## src/rtl/weight_serializer.sv

```systemverilog
// weight_serializer: shifts a parallel word out one bit per FIFO write.
// Define SER_MSB_FIRST_EN to emit bit P-1 first instead of bit 0.
module weight_serializer #(
    parameter int DATA_W = 16
) (
    input  logic              clk,
    input  logic              rst,
    input  logic [3:0]        precision,
    input  logic              in_valid,
    input  logic [DATA_W-1:0] in_data,
    output logic              in_ready,
    input  logic              fifo_full,
    output logic              wr_en,
    output logic              dout,
    output logic              busy,
    output logic              word_done
);

    localparam logic [0:0] IDLE  = 1'b0;
    localparam logic [0:0] SHIFT = 1'b1;
    localparam logic [4:0] DW    = 5'(DATA_W);

    logic [0:0]        state_q, state_d;
    logic [DATA_W-1:0] sreg_q, sreg_d;
    logic [4:0]        cnt_q, cnt_d;
    logic [4:0]        prec_q, prec_d;
    logic              done_q, done_d;
    logic [4:0]        p_raw, p_eff;
    logic              last, head, hs;

    // precision 0 means 16; never emit more bits than the word holds
    assign p_raw = (precision == 4'd0) ? 5'd16 : {1'b0, precision};
    assign p_eff = (p_raw > DW) ? DW : p_raw;

`ifdef SER_MSB_FIRST_EN
    logic [15:0] sreg_ext;
    assign sreg_ext = 16'(sreg_q);
    assign head     = sreg_ext[4'(prec_q - 5'd1)];
`else
    assign head = sreg_q[0];
`endif

    assign busy      = (state_q == SHIFT);
    assign last      = (cnt_q == prec_q - 5'd1);
    assign wr_en     = busy & ~fifo_full;
    assign dout      = busy & head;
    assign in_ready  = ~busy | (last & wr_en);
    assign hs        = in_valid & in_ready;
    assign word_done = done_q;

    always_comb begin
        state_d = state_q;
        sreg_d  = sreg_q;
        cnt_d   = cnt_q;
        prec_d  = prec_q;
        done_d  = wr_en & last;
        if (hs) begin
            state_d = SHIFT;
            sreg_d  = in_data;
            cnt_d   = 5'd0;
            prec_d  = p_eff;
        end else if (wr_en) begin
`ifdef SER_MSB_FIRST_EN
            sreg_d = {sreg_q[DATA_W-2:0], 1'b0};
`else
            sreg_d = {1'b0, sreg_q[DATA_W-1:1]};
`endif
            cnt_d = cnt_q + 5'd1;
            if (last) begin
                state_d = IDLE;
            end
        end
    end

    always_ff @(posedge clk or negedge rst) begin
        if (!rst) begin
            state_q <= IDLE;
            sreg_q  <= '0;
            cnt_q   <= 5'd0;
            prec_q  <= 5'd0;
            done_q  <= 1'b0;
        end else begin
            state_q <= state_d;
            sreg_q  <= sreg_d;
            cnt_q   <= cnt_d;
            prec_q  <= prec_d;
            done_q  <= done_d;
        end
    end

endmodule
```

## config.mk

```make
export PLATFORM = sky130hd
export DESIGN_NAME = weight_serializer
export DESIGN_NICKNAME = d
export VERILOG_FILES = /design/src/rtl/weight_serializer.sv
export SDC_FILE = /design/constraint.sdc
export NUM_CORES = 1
export LEC_CHECK = 0
export ABC_AREA = 1
export CORE_MARGIN = 4
export CORE_UTILIZATION = 40
export CTS_CLUSTER_DIAMETER = 40
export DETAILED_ROUTE_END_ITERATION = 10
export SYNTH_ARGS = -nofsm -noshare
export SYNTH_HDL_FRONTEND = slang
export SYNTH_SLANG_ARGS = --single-unit
```

## constraint.sdc

```tcl
create_clock -name clk -period 4.28 [get_ports clk]
set_input_delay 0.856 -clock clk [delete_from_list [all_inputs] [get_ports clk]]
set_output_delay 0.856 -clock clk [all_outputs]
set_load 0.05 [all_outputs]
```

### After elaboration in Yosys (flattened, before gate mapping)

Cells that the tools add are included.

* add/sub/neg operators: 2
* $lt $le $gt $ge: 1
* equal/unequal tests: 1
* mux-type cells: 9
* bitwise operators: 7
* reduce and logical (&&, ||, !) cells: 4

Operator list (count)
* $mux 16: 2
* $mux 5: 4
* $add 5x1->5 const B: 1
* $eq 5x5->1: 1
* $gt 5x5->1 const B: 1
* $sub 5x1->5 const B: 1
* $and 1x1->1: 4
* $logic_not 4->1: 1
* $reduce_bool 2->1: 2
* $mux 1: 3
* $not 1->1: 2
* $reduce_and 2->1: 1
* $or 1x1->1: 1

* register bits after elaboration: 28
* input bits: 24
* output and inout bits: 5

### Logic depth before layout (Yosys ltp)

* word-level depth: 7
* mapped depth: 15
* depth with buffers taken out: 14

### Worst setup path before layout

OpenSTA, ideal clock, no wires.

* path kind: input to output
* from: input port fifo_full
* to: output port wr_en
* arrival: 1.665 ns
* data required time: 3.424 ns
* slack: 1.759 ns
* cell stages on the path: 2
* buffers on the path: 1
* cell sequence: nor2_4 > clkbuf_1

* cells in the longest elaborated chain, start to end: 2

Ends and longest elaborated chain
* from (decl): RTL line 12 `input logic fifo_full,`
* $not 1->1: RTL line 45 `assign wr_en = busy & ~fifo_full;`
* $and 1x1->1: RTL line 45
* to (decl): RTL line 13 `output logic wr_en,`

No other way between the ends.

### Worst setup path after layout

Ends and elaborated chain as after synthesis.

==> metrics.txt <==
Period minus WS final 3.27 ns; layout cells sized above 1 4.65%; crit start category input port; 1st-iter DRT viols 50; Largest delay share family, worst path buffers and inverters; critical path arrival between 2 and 2.5 ns; RSZ-0062 raised after global routing false; Seq/Total Area, Yosys a little over two fifths; Yosys warning count 0; Worst Hold Launch sreg_q[15]; crit path cell chain clkdlybuf4s50_1 -> nor2_4 -> clkdlybuf4s50_1; Synth top cells by count nand2_1, nand3_1, inv_1; postcts setup bufs 0; synthesized area approximately 1600 sq um; ANT cells 0; Die Span X slightly above 70 um; max-cap viol count 0; Clock Sinks 28; r2r endpoint cnt_q[0]; 1st-pass router iterations 4; Crit path largest cell delay 0.86 ns; CP max-delay cell clkdlybuf4s50_1; Yosys reg bits 28; leakage 1.11 nW; internal reg-to-reg setup slack between 2 and 2.5 ns; clock latency on the worst-skew pair 0.27 ns; vias in the first global route 1416; Die H 72.0 um; placed inst area just under 2000 sq um; Initial Utilization 41.3%; met3 Usage GRT 2.91%; vias per cell 4.72; RD Place Congestion around 0.78; fin crit share between 70% and 80%; Synth async-reset ratio 100%; Most Crowded Layer GR met2; CTS Buffer Depth 2; GRT Overall Usage 14.6%; ys flop type dfrtp_1; grt total ovfl 0; Pwr Density 556 nW/um^2; part of the power in registers 39.9%; final hold vios 0; # rows 23; root buffer cell clkbuf_8; crit path buf inv count 2; Worst Max-Slew Pin Slew 0.694 ns; Switch Pwr roughly 0.47 mW; fin worst setup slack 1.01 ns; die footprint 5190 sq um; crit path to wr_en; most used cell along the critical path clkdlybuf4s50_1; Worst Setup SP fifo_full; met1 usage 18.9%; DR WL/cell around 11 um; CTS resizes 0; fin cells about 310; Max VDD drop 227 uV; Comb power frac 47.0%; leading area contributor after synthesis dfrtp_1; outcome finished clean; clock network power share between 10% and 20%; worst r2r src busy; largest net degree at the start of global routing 44; DRT antenna net count 0; EDFF count, synth 0; nets@finish 286; design area 1970 sq um; Synth Area per Inst about 7 sq um; first-pass GRT wire length slightly above 6000 um; worst hold path class register to register; fillers 427; Crit path depth 3; Crit. End Element output pin; CP Class input port to output pin; placed insts 305; sw frac 43.0%; worst slack, placed 1.01 ns; count leader, synth nand2_1; initial antenna violation count 0; PortBufs 28; Worst EP required 3.42 ns; # IOs 29; detailed placement HPWL between 2000 and 2500 um; Setup TNS Final 0 ns; post-synth top area share 42.7%; R2R cell count 12; leading post-synthesis cells by cell area dfrtp_1, nand2_1, nand3_1, inv_1, buf_6; P_int 0.626 mW; Remaining DRCs 0; final setup vio count 0; post-cts hold buffer count 0; library cells used by synthesis 21; CTS tree done; hold slack between 0.5 and 0.6 ns; syn_nets 260; Placeable Area 3970 sq um; Slew HR between 50% and 60%; final WL approximately 3400 um; area delta synth->final 20.3%; CTS Buf Count 3; Clock Skews between 0.005 and 0.006 ns; Via Count 1453; Clk pin slew, worst setup/hold paths 0.10 ns; H-tree depth 1; Max Freq 306 MHz; met2 Track Usage GR 23.9%; CP Max Fanout 10; Final Max Tran Viols 0; Post-Syn Instances 234
## registers in the layout (all words and copies together), names as in the netlist
name	cells
word_done	1
sreg_q	16
busy	1
cnt_q	5
prec_q	5
## worst min path at each step
| stage | to | slack [ns] | cells after the start |
|---|---|---|---|
| 2_1_floorplan | prec_q[1] | 0.46 | 2 |
| 3_5_place_dp | sreg_q[15] | 0.49 | 2 |
| 4_1_cts | sreg_q[15] | 0.51 | 2 |
| 5_1_grt | sreg_q[15] | 0.55 | 2 |
| 3_3_place_gp | sreg_q[15] | 0.48 | 2 |
| 6_report | sreg_q[15] | 0.51 | 2 |
## cell families after synthesis
family / share of synthesized area (%)
adders and majority gates: 1.53
and+or+nand+nor: 36.9
buffers and inverters: 13.5
DFF: 42.7
xor gates and xnor gates: 1.07
AOI/OAI and AO/OA: 4.20
## routing by layer
| metal | up-vias | share of wire [%] |
|---|---|---|
| li1 | 771 | - |
| met2 | 17 | 47 |
| met5 | - | 0 |
| met3 | 4 | 2.3 |
| met1 | 661 | 49 |
| met4 | 0 | 1.6 |
## cells in the final DEF (no fill, tap or decap), drive strengths merged
cell            n
o211ai          2
o21ai           7
and3            1
nand2          89
clkdlybuf4s50  27
nor2            7
dfrtp          28
nand3          41
ha              2
nand4           1
a21oi           3
xor2            2
nor3            2
clkbuf          3
buf             5
inv            38
## layout make-up
type / count / area, sq um / area share [%]
clock buffer: 3 / 41.3 / 2.09
inverter: 38 / 143 / 7.23
multi-input combinational: 157 / 717 / 36.4
sequential: 28 / 701 / 35.5
tap: 50 / 62.6 / 3.17
timing repair buffer: 32 / 308 / 15.6
## worst reg2reg max path: stages, from the launching register on
cell     delay (ns)
dfrtp_1        0.45
inv_1          0.10
nor2_4         0.22
buf_4          0.22
o21ai_2        0.06
nor2_1         0.08
nand2_1        0.06
inv_1          0.04
nand2_1        0.07
nand2_2        0.07
buf_4          0.24
nand2_4        0.30
and3_1         0.25
## stage by stage
stage	utilization [%]	total power [mW]
after global routing	49.7	1.23
after global placement	48.6	0.959
after floorplan	-	0.845
after CTS	49.7	1.11
final	49.7	1.10
after detailed placement	48.6	0.969
## power groups by stage
stage / Clock (mW) / Combinational, mW / Sequential (mW)
after global placement: 0 / 0.518 / 0.441
after detailed placement: 0 / 0.525 / 0.444
final: 0.143 / 0.516 / 0.438
after global routing: 0.158 / 0.612 / 0.455
after floorplan: 0 / 0.408 / 0.437
after CTS: 0.149 / 0.526 / 0.439
Power figures use the tool's default switching activity.
